**src/rtl/debug_reg_dumper.sv**
```systemverilog
// debug_reg_dumper
//   Freezes the pipeline and streams every register of the decode-stage
//   register bank out as bytes, MSB first, four bytes per register.
//   A dump_req dump resumes the pipeline afterwards. A program_end dump
//   leaves it halted, and a later dump_req can dump it again.
//
// state  | meaning
// IDLE   | pipeline running, waiting for a request
// READ   | index presented on o_reg_read, waiting READ_LATENCY cycles
// LOAD   | capture i_reg_content into the shift register
// SEND   | present shift[31:24] until four bytes are accepted
// DONE   | one-cycle completion pulse
// HALTED | dump finished after program end, pipeline stays frozen
//
// Ports
//   i_clk, i_reset        clock, async active-high reset
//   i_dump_req            dump request, resume afterwards
//   i_program_end         dump request, stay halted afterwards
//   o_halt                pipeline freeze
//   o_reg_read            register index toward the debug read port
//   i_reg_content         register value for o_reg_read
//   o_tx_data/o_tx_valid  byte stream toward the transmitter
//   i_tx_ready            transmitter accepts the byte this cycle
//   o_busy                dump in progress (READ, LOAD or SEND)
//   o_done                last byte of the dump accepted
module debug_reg_dumper #(
  parameter int NUM_REGS     = 32,
  parameter int READ_LATENCY = 1
) (
  input  logic        i_clk,
  input  logic        i_reset,
  input  logic        i_dump_req,
  input  logic        i_program_end,
  output logic        o_halt,
  output logic [4:0]  o_reg_read,
  input  logic [31:0] i_reg_content,
  output logic [7:0]  o_tx_data,
  output logic        o_tx_valid,
  input  logic        i_tx_ready,
  output logic        o_busy,
  output logic        o_done
);

  localparam logic [4:0] LAST_IDX = 5'(NUM_REGS - 1);
  // Down-counter preset so READ lasts exactly READ_LATENCY cycles.
  localparam logic [2:0] LAT_PRESET = 3'(READ_LATENCY - 1);

  typedef enum logic [2:0] {
    IDLE,
    READ,
    LOAD,
    SEND,
    DONE,
    HALTED
  } state_t;

  state_t      state_q, state_d;
  logic [4:0]  idx_q, idx_d;
  logic [2:0]  lat_q, lat_d;
  logic [31:0] shift_q, shift_d;
  logic [1:0]  byte_q, byte_d;
  logic        src_pe_q, src_pe_d;  // 1: dump was started by program end

  always_ff @(posedge i_clk or posedge i_reset) begin
    if (i_reset) begin
      state_q  <= IDLE;
      idx_q    <= 5'd0;
      lat_q    <= 3'd0;
      shift_q  <= 32'd0;
      byte_q   <= 2'd0;
      src_pe_q <= 1'b0;
    end else begin
      state_q  <= state_d;
      idx_q    <= idx_d;
      lat_q    <= lat_d;
      shift_q  <= shift_d;
      byte_q   <= byte_d;
      src_pe_q <= src_pe_d;
    end
  end

  always_comb begin
    state_d  = state_q;
    idx_d    = idx_q;
    lat_d    = lat_q;
    shift_d  = shift_q;
    byte_d   = byte_q;
    src_pe_d = src_pe_q;

    case (state_q)
      IDLE: begin
        if (i_dump_req || i_program_end) begin
          state_d  = READ;
          idx_d    = 5'd0;
          lat_d    = LAT_PRESET;
          src_pe_d = i_program_end;
        end
      end
      HALTED: begin
        // program_end is ignored here; the source stays program_end so a
        // re-dump comes back to HALTED.
        if (i_dump_req) begin
          state_d = READ;
          idx_d   = 5'd0;
          lat_d   = LAT_PRESET;
        end
      end
      READ: begin
        if (lat_q == 3'd0) begin
          state_d = LOAD;
        end else begin
          lat_d = lat_q - 3'd1;
        end
      end
      LOAD: begin
        shift_d = i_reg_content;
        byte_d  = 2'd0;
        state_d = SEND;
      end
      SEND: begin
        if (i_tx_ready) begin
          shift_d = {shift_q[23:0], 8'h00};
          byte_d  = byte_q + 2'd1;
          if (byte_q == 2'd3) begin
            if (idx_q == LAST_IDX) begin
              state_d = DONE;
            end else begin
              idx_d   = idx_q + 5'd1;
              lat_d   = LAT_PRESET;
              state_d = READ;
            end
          end
        end
      end
      DONE: begin
        state_d = src_pe_q ? HALTED : IDLE;
      end
      default: begin
        state_d = IDLE;
      end
    endcase
  end

  // Outputs decode straight from registered state so reset clears them
  // without waiting for a clock edge.
  assign o_halt     = (state_q != IDLE);
  assign o_busy     = (state_q == READ) || (state_q == LOAD) || (state_q == SEND);
  assign o_done     = (state_q == DONE);
  assign o_tx_valid = (state_q == SEND);
  assign o_tx_data  = shift_q[31:24];
  assign o_reg_read = idx_q;

endmodule

```
**config.mk**
```make
export PLATFORM = sky130hd
export DESIGN_NAME = debug_reg_dumper
export DESIGN_NICKNAME = d
export VERILOG_FILES = /design/src/rtl/debug_reg_dumper.sv
export SDC_FILE = /design/constraint.sdc
export NUM_CORES = 1
export LEC_CHECK = 0
export ABC_AREA = 1
export CORE_MARGIN = 2
export CORE_UTILIZATION = 40
export CTS_BUF_LIST = sky130_fd_sc_hd__clkbuf_8 sky130_fd_sc_hd__clkbuf_16
export CTS_CLUSTER_SIZE = 8
export DETAILED_ROUTE_END_ITERATION = 6
export GPL_ROUTABILITY_DRIVEN = 1
export GPL_TIMING_DRIVEN = 0
export PLACE_DENSITY = 0.74
export SLEW_MARGIN = 40
export SYNTH_ARGS = -nofsm -noshare
export SYNTH_HDL_FRONTEND = slang
export SYNTH_SLANG_ARGS = --single-unit
```
**constraint.sdc**
```tcl
create_clock -name i_clk -period 5.6 [get_ports i_clk]
set_clock_uncertainty 0.2 [all_clocks]
set_input_delay 1.12 -clock i_clk [delete_from_list [all_inputs] [get_ports i_clk]]
set_output_delay 1.12 -clock i_clk [all_outputs]
set_load 0.03 [all_outputs]
```
==> results of run 1 <==
cell families after synthesis:
kind of cell | after synthesis | share of synthesized area
buffers and inverters | 38 | 0.0803
XOR/XNOR | 1 | 0.00372
adder cells (fa/ha/maj) | 5 | 0.0266
AND/OR/NAND/NOR | 156 | 0.295
AO/OA/AOI/OAI | 49 | 0.105
flip-flops | 46 | 0.489
path summary, 6_finish.rpt:
| check | to | slack [ns] | cells after the start |
|---|---|---|---|
| setup / recovery | o_tx_valid | 2.28 | 4 |
| hold / removal | lat_q[2] | 0.27 | 2 |
| setup reg to reg | lat_q[0] | 3.55 | 10 |
| hold reg to reg | lat_q[2] | 0.27 | 2 |
| max in group asynchronous | shift_q[16] | 3.95 | 3 |
| min in group asynchronous | o_reg_read[4] | 0.85 | 2 |
routing by layer:
metal,vias up,GRT usage,part of all wire
met5,-,0,0
met4,0,0.0610,0.012
met1,983,0.212,0.45
li1,1093,-,-
met2,48,0.303,0.49
met3,6,0.0382,0.052
tightest hold or removal path, cell delays in order, from the launching register on:
cell and delay, ns:
dfrtp_1 0.35, nand2_1 0.05, nand2_1 0.05
flip-flops by register name (all words and copies together) (netlist names):
name,count
shift_q,32
o_reg_read,5
lat_q,3
state_q,3
byte_q,2
src_pe_q,1
layout make-up:
class	instances	area [um^2]	share of cell area
Buffer	22	129	0.0415
Clock buffer	5	68.8	0.0222
Clock inverter	3	37.5	0.0121
Inverter	16	62.6	0.0202
Multi-Input combinational cell	211	1010	0.326
Sequential cell	46	1150	0.371
Tap cell	72	90.1	0.0290
Timing Repair Buffer	54	551	0.177
synth_stat cells (all sizes together):
master | number | area [um^2]
ha | 5 | 62.6
xor2 | 1 | 8.76
inv | 16 | 60.1
dfrtp | 46 | 1150
a31oi | 2 | 12.5
o21ai | 47 | 235
clkbuf | 3 | 11.3
nor2 | 37 | 154
nand4 | 2 | 12.5
buf | 19 | 118
nand3 | 51 | 255
nand3b | 1 | 7.51
nand2 | 65 | 264
per-stage QoR:
stage               total power, W  cell area [um^2]  std cells   util
detailed placement         0.00137              3000        421  0.534
floorplan                  0.00112              2350        295      -
global placement           0.00134              2970        420  0.530
global route               0.00174              3100        429  0.553
CTS                        0.00162              3100        429  0.553
finish                     0.00160              3100        429  0.553
power groups by stage:
stage                     sequential [W]  clock, W  combinational [W]
final                           0.000537  0.000239           0.000823
after global routing            0.000556  0.000261           0.000925
after floorplan                 0.000540         0           0.000581
after detailed placement        0.000544         0           0.000830
after global placement          0.000538         0           0.000803
after CTS                       0.000537  0.000248           0.000832
==> out/qor.csv, run 1 <==
metric,value,unit
Final Max Slew Viols,0,
number of fill cells,579,
Hold Slack,0.275,ns
# clock sinks,46,
Final TNS setup,0,ns
clock power share,0.150,
Die Y,80.7,um
register area share after synthesis,0.489,
Tmin final,3.32,ns
Power Internal,0.000907,W
Leak,1.49,nW
Seq cells post-synth,46,
# port buffers,53,
Post-CTS Setup Inserts,0,
"Arr. time, crit path",2.00,ns
Switching Share,0.433,
most frequent cells in the layout,"61 x nand2_1, 53 x clkdlybuf4s50_1, 51 x nand3_1",
GRT overflow,0,
worst skew pair latency,0.30,ns
status,completed,
Initial Util,0.419,
number of vias per cell,4.97,
Via Count,2130,
CP Class,reg -> out,
post_cts resized,0,
critical-path cell list,nand2_1 > nor2_4 > buf_2 > clkdlybuf4s50_1,
Initial DRT Pass Iterations,4,
H-tree levels,2,
DRT antenna net count,0,
ant diodes,0,
"commonest non-fill, non-tap cell in the layout",nand2_1,
initial antenna violation count,0,
Rows,27,
dpl hpwl,3.91,mm
kind of cell adding the most delay to the critical path,buffers and inverters,
Worst Path Buf+Inv,2,
Logic pwr share,0.515,
Post-Syn Area,2350,um^2
synth unique cells,20,
IO Count,54,
worst hold path class,reg -> reg,
CTS tree,yes,
hold_sp,lat_q[2],
final RePlAce weighted congestion,0.843,
number of global-route vias before repair,2010,
Nets,398,
routed len/inst,12.3,um
unrepaired setup endpoints after global routing,no,
aggregate global-route resource usage,0.174,
cell area power density,515,nW/um^2
crit share post-route,0.593,
# DRC,0,
die width,80.7,um
Avg Synthesized Cell Area,7.97,um^2
core box area,5610,um^2
setup slack at placement,2.59,ns
Area Growth Syn to Fin,31.9,%
largest net degree at the start of global routing,43,
clk buf depth,2,
crit end category,output pin,
Seq pwr share,0.336,
worst endpoint required time,4.28,ns
Max Fanout on Critical Path,10,
Mapped Cells,295,
crit path from,state_q[0],
first-pass GRT wire length,8.74,mm
Total Routed Length,5.29,mm
# hold bufs at CTS,0,
critical path's slowest cell,clkdlybuf4s50_1,
"Net Count, Synth",337,
CTS Root Cell,clkbuf_8,
Initial DRC Count,98,
CP max stage delay,0.71,ns
layout cells sized above 1,0.0924,
NetSw,0.000692,W
Slew @ Worst Pin,0.453,ns
VDD IR-drop max,0.000209,V
Syn. warnings,0,
Clock transition at path regs,0.08,ns
CTS Buf Count,5,
Worst Slack Setup Final,2.28,ns
Final Hold Vio Count,0,
final setup violation count,0,
Setup crit start kind,flop,
Rel. slew slack,0.698,
Die ar.,6510,um^2
fmax,301,MHz
Max-Cap Viols,0,
reg-to-reg startpoint,o_reg_read[0],
(Power assumes the default switching activity.)
==> run 2: changes to the inputs <==
--- a/config.mk
+++ b/config.mk
@@ -13,7 +13,7 @@
 export DETAILED_ROUTE_END_ITERATION = 6
 export GPL_ROUTABILITY_DRIVEN = 1
 export GPL_TIMING_DRIVEN = 0
-export PLACE_DENSITY = 0.74
+export PLACE_DENSITY = 0.77
 export SLEW_MARGIN = 40
 export SYNTH_ARGS = -nofsm -noshare
 export SYNTH_HDL_FRONTEND = slang
==> constraint.sdc (replaced) <==
create_clock -name i_clk -period 2.8 [get_ports i_clk]
set_clock_uncertainty 0.2 [all_clocks]
set_input_delay 0.56 -clock i_clk [delete_from_list [all_inputs] [get_ports i_clk]]
set_output_delay 0.56 -clock i_clk [all_outputs]
set_load 0.03 [all_outputs]
==> run 2 against run 1 <==
Net effect: hold slack better by 0.0041 ns; clock-buffer cell count is 1 higher; critical path depth stayed put; core utilization is 0.22 points lower; global-route usage is 0.58 points lower; wire length is 2.0% lower; sequential power is 100% higher; flip-flop and latch count stayed put; clock power is 71% higher; first-iteration DRC count is 10% higher; total power is 95% higher; highest routed layer unchanged.
==> out/qor.csv, run 2 (synthesis gave the netlist of run 1 again) <==
metric,value,unit,change
status,completed,,unchanged
Post-DP Area,3000,um^2,unchanged
Final TNS setup,0,ns,unchanged
Slew @ Worst Pin,0.443,ns,was 0.453 ns
kind of cell adding the most delay to the critical path,buffers and inverters,,unchanged
Die ar.,6510,um^2,unchanged
core box area,5610,um^2,unchanged
Final Max Slew Viols,0,,unchanged
Rel. slew slack,0.705,,was 0.698
initial antenna violation count,0,,unchanged
layout cells sized above 1,0.0952,,was 0.0924
CTS Root Cell,clkbuf_8,,unchanged
IO Count,54,,unchanged
Sequential Area,1150,um^2,unchanged
critical path's slowest cell,clkdlybuf4s50_1,,unchanged
# hold bufs at CTS,0,,unchanged
first-pass GRT wire length,8.40,mm,was 8.74 mm
number of global-route vias before repair,1864,,was 2010
Tmin final,2.60,ns,
VDD IR-drop max,0.000394,V,was 0.000209 V
most frequent cells in the layout,"61 x nand2_1, 52 x clkdlybuf4s50_1, 51 x nand3_1",,"was 61 x nand2_1, 53 x clkdlybuf4s50_1, 51 x nand3_1"
Top reg by flops,shift_q,,unchanged
Nets,398,,unchanged
Post-CTS Setup Inserts,0,,unchanged
crit end category,output pin,,unchanged
routed len/inst,12.1,um,was 12.3 um
worst hold path class,in -> async,,was reg -> reg
Clock transition at path regs,0.08,ns,about the same
Finished Cell Area,3090,um^2,was 3100 um^2
ant diodes,0,,unchanged
Final Hold Vio Count,0,,unchanged
aggregate global-route resource usage,0.168,,was 0.174
max FFs per register,32,,unchanged
setup slack at placement,0.366,ns,was 2.59 ns
Die Y,80.7,um,unchanged
CTS Buf Count,5,,unchanged
unrepaired setup endpoints after global routing,no,,unchanged
# DRC,0,,unchanged
Total Routed Length,5.18,mm,was 5.29 mm
Rows,27,,unchanged
critical-path cell list,nor2_1 > inv_1 > nor2_1 > clkdlybuf4s50_1,,was nand2_1 > nor2_4 > buf_2 > clkdlybuf4s50_1
clk buf depth,2,,unchanged
Initial DRT Pass Iterations,4,,unchanged
Initial Util,0.419,,unchanged
CP max stage delay,0.67,ns,was 0.71 ns
Via Count,2092,,was 2130
Area Growth Syn to Fin,31.3,%,was 31.9%
"Arr. time, crit path",1.84,ns,was 2.00 ns
CP dominant cell by count,nor2_1,,
CP Class,reg -> out,,unchanged
Setup crit start kind,flop,,unchanged
Worst Path Buf+Inv,2,,unchanged
Worst Slack Setup Final,0.203,ns,was 2.28 ns
number of fill cells,587,,was 579
Initial DRC Count,108,,was 98
Leak,1.50,nW,was 1.49 nW
DRT antenna net count,0,,unchanged
GRT overflow,0,,unchanged
dpl hpwl,3.92,mm,was 3.91 mm
final setup violation count,0,,unchanged
# port buffers,53,,unchanged
H-tree levels,2,,unchanged
"commonest non-fill, non-tap cell in the layout",nand2_1,,unchanged
cell area power density,1010,nW/um^2,was 515 nW/um^2
Max Fanout on Critical Path,6,,was 10
Multi-input gate area,1010,um^2,unchanged
# clock sinks,46,,unchanged
fmax,385,MHz,
largest net degree at the start of global routing,43,,unchanged
Max-Cap Viols,0,,unchanged
worst skew pair latency,0.29,ns,was 0.30 ns
final RePlAce weighted congestion,0.782,,was 0.843
CTS tree,yes,,unchanged
die width,80.7,um,unchanged
number of vias per cell,4.88,,was 4.97
worst endpoint required time,2.04,ns,was 4.28 ns
post_cts resized,0,,unchanged
crit share post-route,0.927,,
## run 2: cell count changes in the layout (fill, tap and decap cells not counted), sizes merged
cell | before | now
clkbuf | 8 | 9
clkinv | 0 | 1
clkdlybuf4s50 | 53 | 52
bufinv | 1 | 0
dlymetal6s2s | 0 | 1
inv | 18 | 17
## run 2: final cells by class
type | count | share of cell area
flip-flops and latches | 46 | 0.373
clock inverters | 2 | 0.00284
plain buffers | 22 | 0.0417
well taps | 72 | 0.0292
clock buffers | 6 | 0.0267
inverters | 16 | 0.0203
repair buffers | 54 | 0.179
multi-input cells | 211 | 0.328
## run 2: worst paths after layout
kind | start | end | slack, ns | cells past startpoint
max in group asynchronous | i_reset | shift_q[10] | 1.71 | 3
setup / recovery | state_q[0] | o_done | 0.20 | 4
hold / removal | i_reset | src_pe_q | 0.28 | 2
hold reg to reg | lat_q[1] | lat_q[1] | 0.28 | 2
min in group i_clk | lat_q[1] | lat_q[1] | 0.28 | 2
setup reg to reg | o_reg_read[0] | o_reg_read[2] | 0.76 | 10
## run 2: layer usage
metal	GRT usage	part of all wire	wire, um
met5	0	0	0
met4	0.0559	0.014	75
met3	0.0404	0.051	264
met2	0.283	0.48	2490
met1	0.213	0.45	2350
## run 2: metrics by stage
| step | total power, W | util | instances | hold WS [ns] |
|---|---|---|---|---|
| floorplan | 0.00224 | - | 295 | 0.242 |
| global placement | 0.00267 | 0.530 | 420 | 0.259 |
| detailed placement | 0.00274 | 0.534 | 421 | 0.260 |
| CTS | 0.00315 | 0.550 | 429 | 0.280 |
| global route | 0.00339 | 0.551 | 429 | 0.277 |
| finish | 0.00312 | 0.551 | 429 | 0.279 |
## run 2: worst register-to-register path, delay by kind of cell, from the launching register on
| family | cells | cell delay [ns] |
|---|---|---|
| adders and majority gates | 2 | 0.44 |
| DFF | 1 | 0.45 |
| and+or+nand+nor | 8 | 0.85 |
## run 2: where the power goes
part / internal [W] / leakage (nW) / total [W] / switching [W]
clock network: 0.000196 / 0.0524 / 0.000408 / 0.000212
registers: 0.000917 / 0.594 / 0.00108 / 0.000163
logic: 0.000638 / 0.853 / 0.00163 / 0.000993
==> run 3: changes to the inputs <==
--- a/config.mk
+++ b/config.mk
@@ -5,7 +5,7 @@
 export SDC_FILE = /design/constraint.sdc
 export NUM_CORES = 1
 export LEC_CHECK = 0
-export ABC_AREA = 1
+export ABC_AREA = 0
 export CORE_MARGIN = 2
 export CORE_UTILIZATION = 40
 export CTS_BUF_LIST = sky130_fd_sc_hd__clkbuf_8 sky130_fd_sc_hd__clkbuf_16
==> run 3 against run 2 <==
Net effect: clock power grew 10%; core utilization shrank 0.34 points; cell area shrank 3.6%; synthesized cell count shrank 24%; hold slack gained 0.0064 ns; final cell count shrank 17%; critical path depth is the same; combinational power shrank 31%; via count shrank 9.3%; critical path type unchanged; largest cell class unchanged; highest routed layer unchanged.
==> out/qor.csv, run 3 <==
metric,value,unit,change
VDD IR-drop max,0.000299,V,was 0.000394 V
CTS Buf Count,5,,unchanged
Syn. warnings,0,,unchanged
most frequent cells in the layout,"51 x clkdlybuf4s50_1, 46 x dfrtp_1, 32 x nand2_1",,"was 61 x nand2_1, 52 x clkdlybuf4s50_1, 51 x nand3_1"
Post-DP Area,2870,um^2,was 3000 um^2
final setup violation count,0,,unchanged
final RePlAce weighted congestion,0.755,,was 0.782
worst endpoint required time,2.04,ns,about the same
core box area,5440,um^2,was 5610 um^2
dpl hpwl,3.62,mm,was 3.92 mm
worst hold path class,reg -> reg,,was in -> async
die width,78.5,um,was 80.7 um
Final Power,0.00260,W,was 0.00312 W
crit share post-route,0.949,,was 0.927
largest net degree at the start of global routing,36,,was 43
Main synth FF type,dfrtp_1,,unchanged
DRT antenna net count,0,,unchanged
Seq cells post-synth,46,,unchanged
max FFs per register,32,,unchanged
Rows,27,,unchanged
synth unique cells,40,,was 20
Max Fanout on Critical Path,10,,was 6
Max-Cap Viols,0,,unchanged
reg2reg setup slack,0.49,ns,was 0.76 ns
Yosys top cell area share,0.518,,was 0.489
Post-Syn Area,2220,um^2,was 2350 um^2
FF-to-FF End,o_reg_read[3],,was o_reg_read[2]
Clock transition at path regs,0.09,ns,was 0.08 ns
"top cells by area, synth","dfrtp_1 52%, o22ai_1 6.2%, o21ai_0 6.1%",,"was dfrtp_1 49%, nand3_1 11%, nand2_1 9.7%"
CP Class,reg -> out,,unchanged
Finished Cell Area,2980,um^2,was 3090 um^2
Initial DRT Pass Iterations,4,,unchanged
Final Hold Vio Count,0,,unchanged
top post-synthesis cells by count,"46 x dfrtp_1, 32 x nand2_1, 27 x o21ai_0",,"was 61 x nand2_1, 51 x nand3_1, 46 x dfrtp_1"
Via Count,1898,,was 2092
Rel. slew slack,0.692,,was 0.705
end of the worst hold path,shift_q[31],,
# clock sinks,46,,unchanged
ant diodes,0,,unchanged
Setup crit start kind,flop,,unchanged
Area Growth Syn to Fin,34.0,%,was 31.3%
GRT overflow,0,,unchanged
Mapped Cells,223,,was 295
aggregate global-route resource usage,0.175,,was 0.168
number of global-route vias before repair,1793,,was 1864
routed len/inst,14.2,um,was 12.1 um
# port buffers,53,,unchanged
"commonest non-fill, non-tap cell in the layout",clkdlybuf4s50_1,,was nand2_1
R2R depth,6,,was 10
# DRC,0,,unchanged
"Arr. time, crit path",1.90,ns,was 1.84 ns
reg-to-reg startpoint,o_reg_read[0],,unchanged
CTS Root Cell,clkbuf_8,,unchanged
initial antenna violation count,0,,unchanged
Synth async-reset ratio,1.00,,unchanged
H-tree levels,2,,unchanged
IO Count,54,,unchanged
"Net Count, Synth",265,,was 337
number of vias per cell,5.32,,was 4.88
first-pass GRT wire length,8.51,mm,was 8.40 mm
CTS tree,yes,,unchanged
hold_sp,shift_q[31],,
Final Max Slew Viols,0,,unchanged
layout cells sized above 1,0.123,,was 0.0952
register area share after synthesis,0.518,,was 0.489
Hold Slack,0.285,ns,was 0.279 ns
Leak,1.32,nW,was 1.50 nW
Post-synth EDFFs,0,,unchanged
worst skew pair latency,0.30,ns,was 0.29 ns
unrepaired setup endpoints after global routing,no,,unchanged
Slew @ Worst Pin,0.462,ns,was 0.443 ns
Tmin final,2.66,ns,was 2.60 ns
Nets,326,,was 398
Avg Synthesized Cell Area,9.96,um^2,was 7.97 um^2
Total Routed Length,5.06,mm,was 5.18 mm
"area leader, netlist",dfrtp_1,,unchanged
most common cell in the netlist,dfrtp_1,,was nand2_1
crit end category,output pin,,unchanged
clk buf depth,2,,unchanged
Top reg by flops,shift_q,,unchanged
cell area power density,873,nW/um^2,was 1010 nW/um^2
Initial DRC Count,109,,was 108
Die ar.,6170,um^2,was 6510 um^2
Final TNS setup,0,ns,unchanged
status,completed,,unchanged
hold path depth,2,,
Initial Util,0.409,,was 0.419
Die Y,78.5,um,was 80.7 um
fmax,376,MHz,was 385 MHz
==> run 3: logic make-up after synthesis <==
group / after synthesis / share of synthesized area
buffers and inverters: 31 / 0.0726
AOI/OAI and AO/OA: 80 / 0.241
DFF: 46 / 0.518
and+or+nand+nor: 58 / 0.126
muxes: 3 / 0.0141
adders and majority gates: 5 / 0.0282
==> run 3: how the worst max path moves through the flow <==
stage / startpoint / endpoint / slack [ns]
6_report: state_q[1] / o_busy / 0.14
5_1_grt: state_q[1] / o_busy / 0.03
4_1_cts: state_q[1] / o_done / 0.006
3_5_place_dp: state_q[1] / o_tx_valid / 0.25
3_3_place_gp: i_reset / shift_q[4] / 0.07
2_1_floorplan: o_reg_read[0] / o_reg_read[3] / 0.54
==> run 3: what timing repair did <==
item	in CTS	in global routing
buffers inserted	0	0
gates resized for setup	1	4
pin swaps	0	0
hold buffers	0	0
endpoints found under the setup margin	1	3
==> run 3: critical path, cell delays in order, from the launching register on <==
cell and delay, ns:
dfrtp_1 0.45, clkbuf_2 0.28, nor2_1 0.09, nor2_1 0.10, clkdlybuf4s50_1 0.68
==> run 3: metal layers <==
layer	up-vias	global-route usage	routed length [um]
li1	927	-	-
met1	903	0.234	2320
met2	61	0.285	2390
met3	7	0.0379	286
met4	0	0.0544	71
met5	-	0	0
==> run 3: final cells by class <==
type	instances	area (um^2)
Clock buffer	7	96.3
Sequential cell	46	1150
Buffer	23	133
Fill cell	493	2460
Tap cell	72	90.1
Inverter	8	32.5
Multi-Input combinational cell	146	915
Clock inverter	1	8.76
Timing Repair Buffer	54	552
==> run 3: where the power goes <==
group / internal [W] / leakage, nW / total [W] / switching, W
clock network: 0.000226 / 0.0544 / 0.000450 / 0.000224
registers: 0.000878 / 0.615 / 0.00102 / 0.000146
logic: 0.000486 / 0.652 / 0.00112 / 0.000638
==> run 3: metrics by stage <==
stage | util | setup slack (ns) | cells
finish | 0.548 | 0.142 | 357
global route | 0.548 | 0.0338 | 357
CTS | 0.546 | 0.00587 | 357
detailed placement | 0.527 | 0.253 | 349
global placement | 0.523 | 0.0663 | 348
floorplan | - | 0.545 | 223
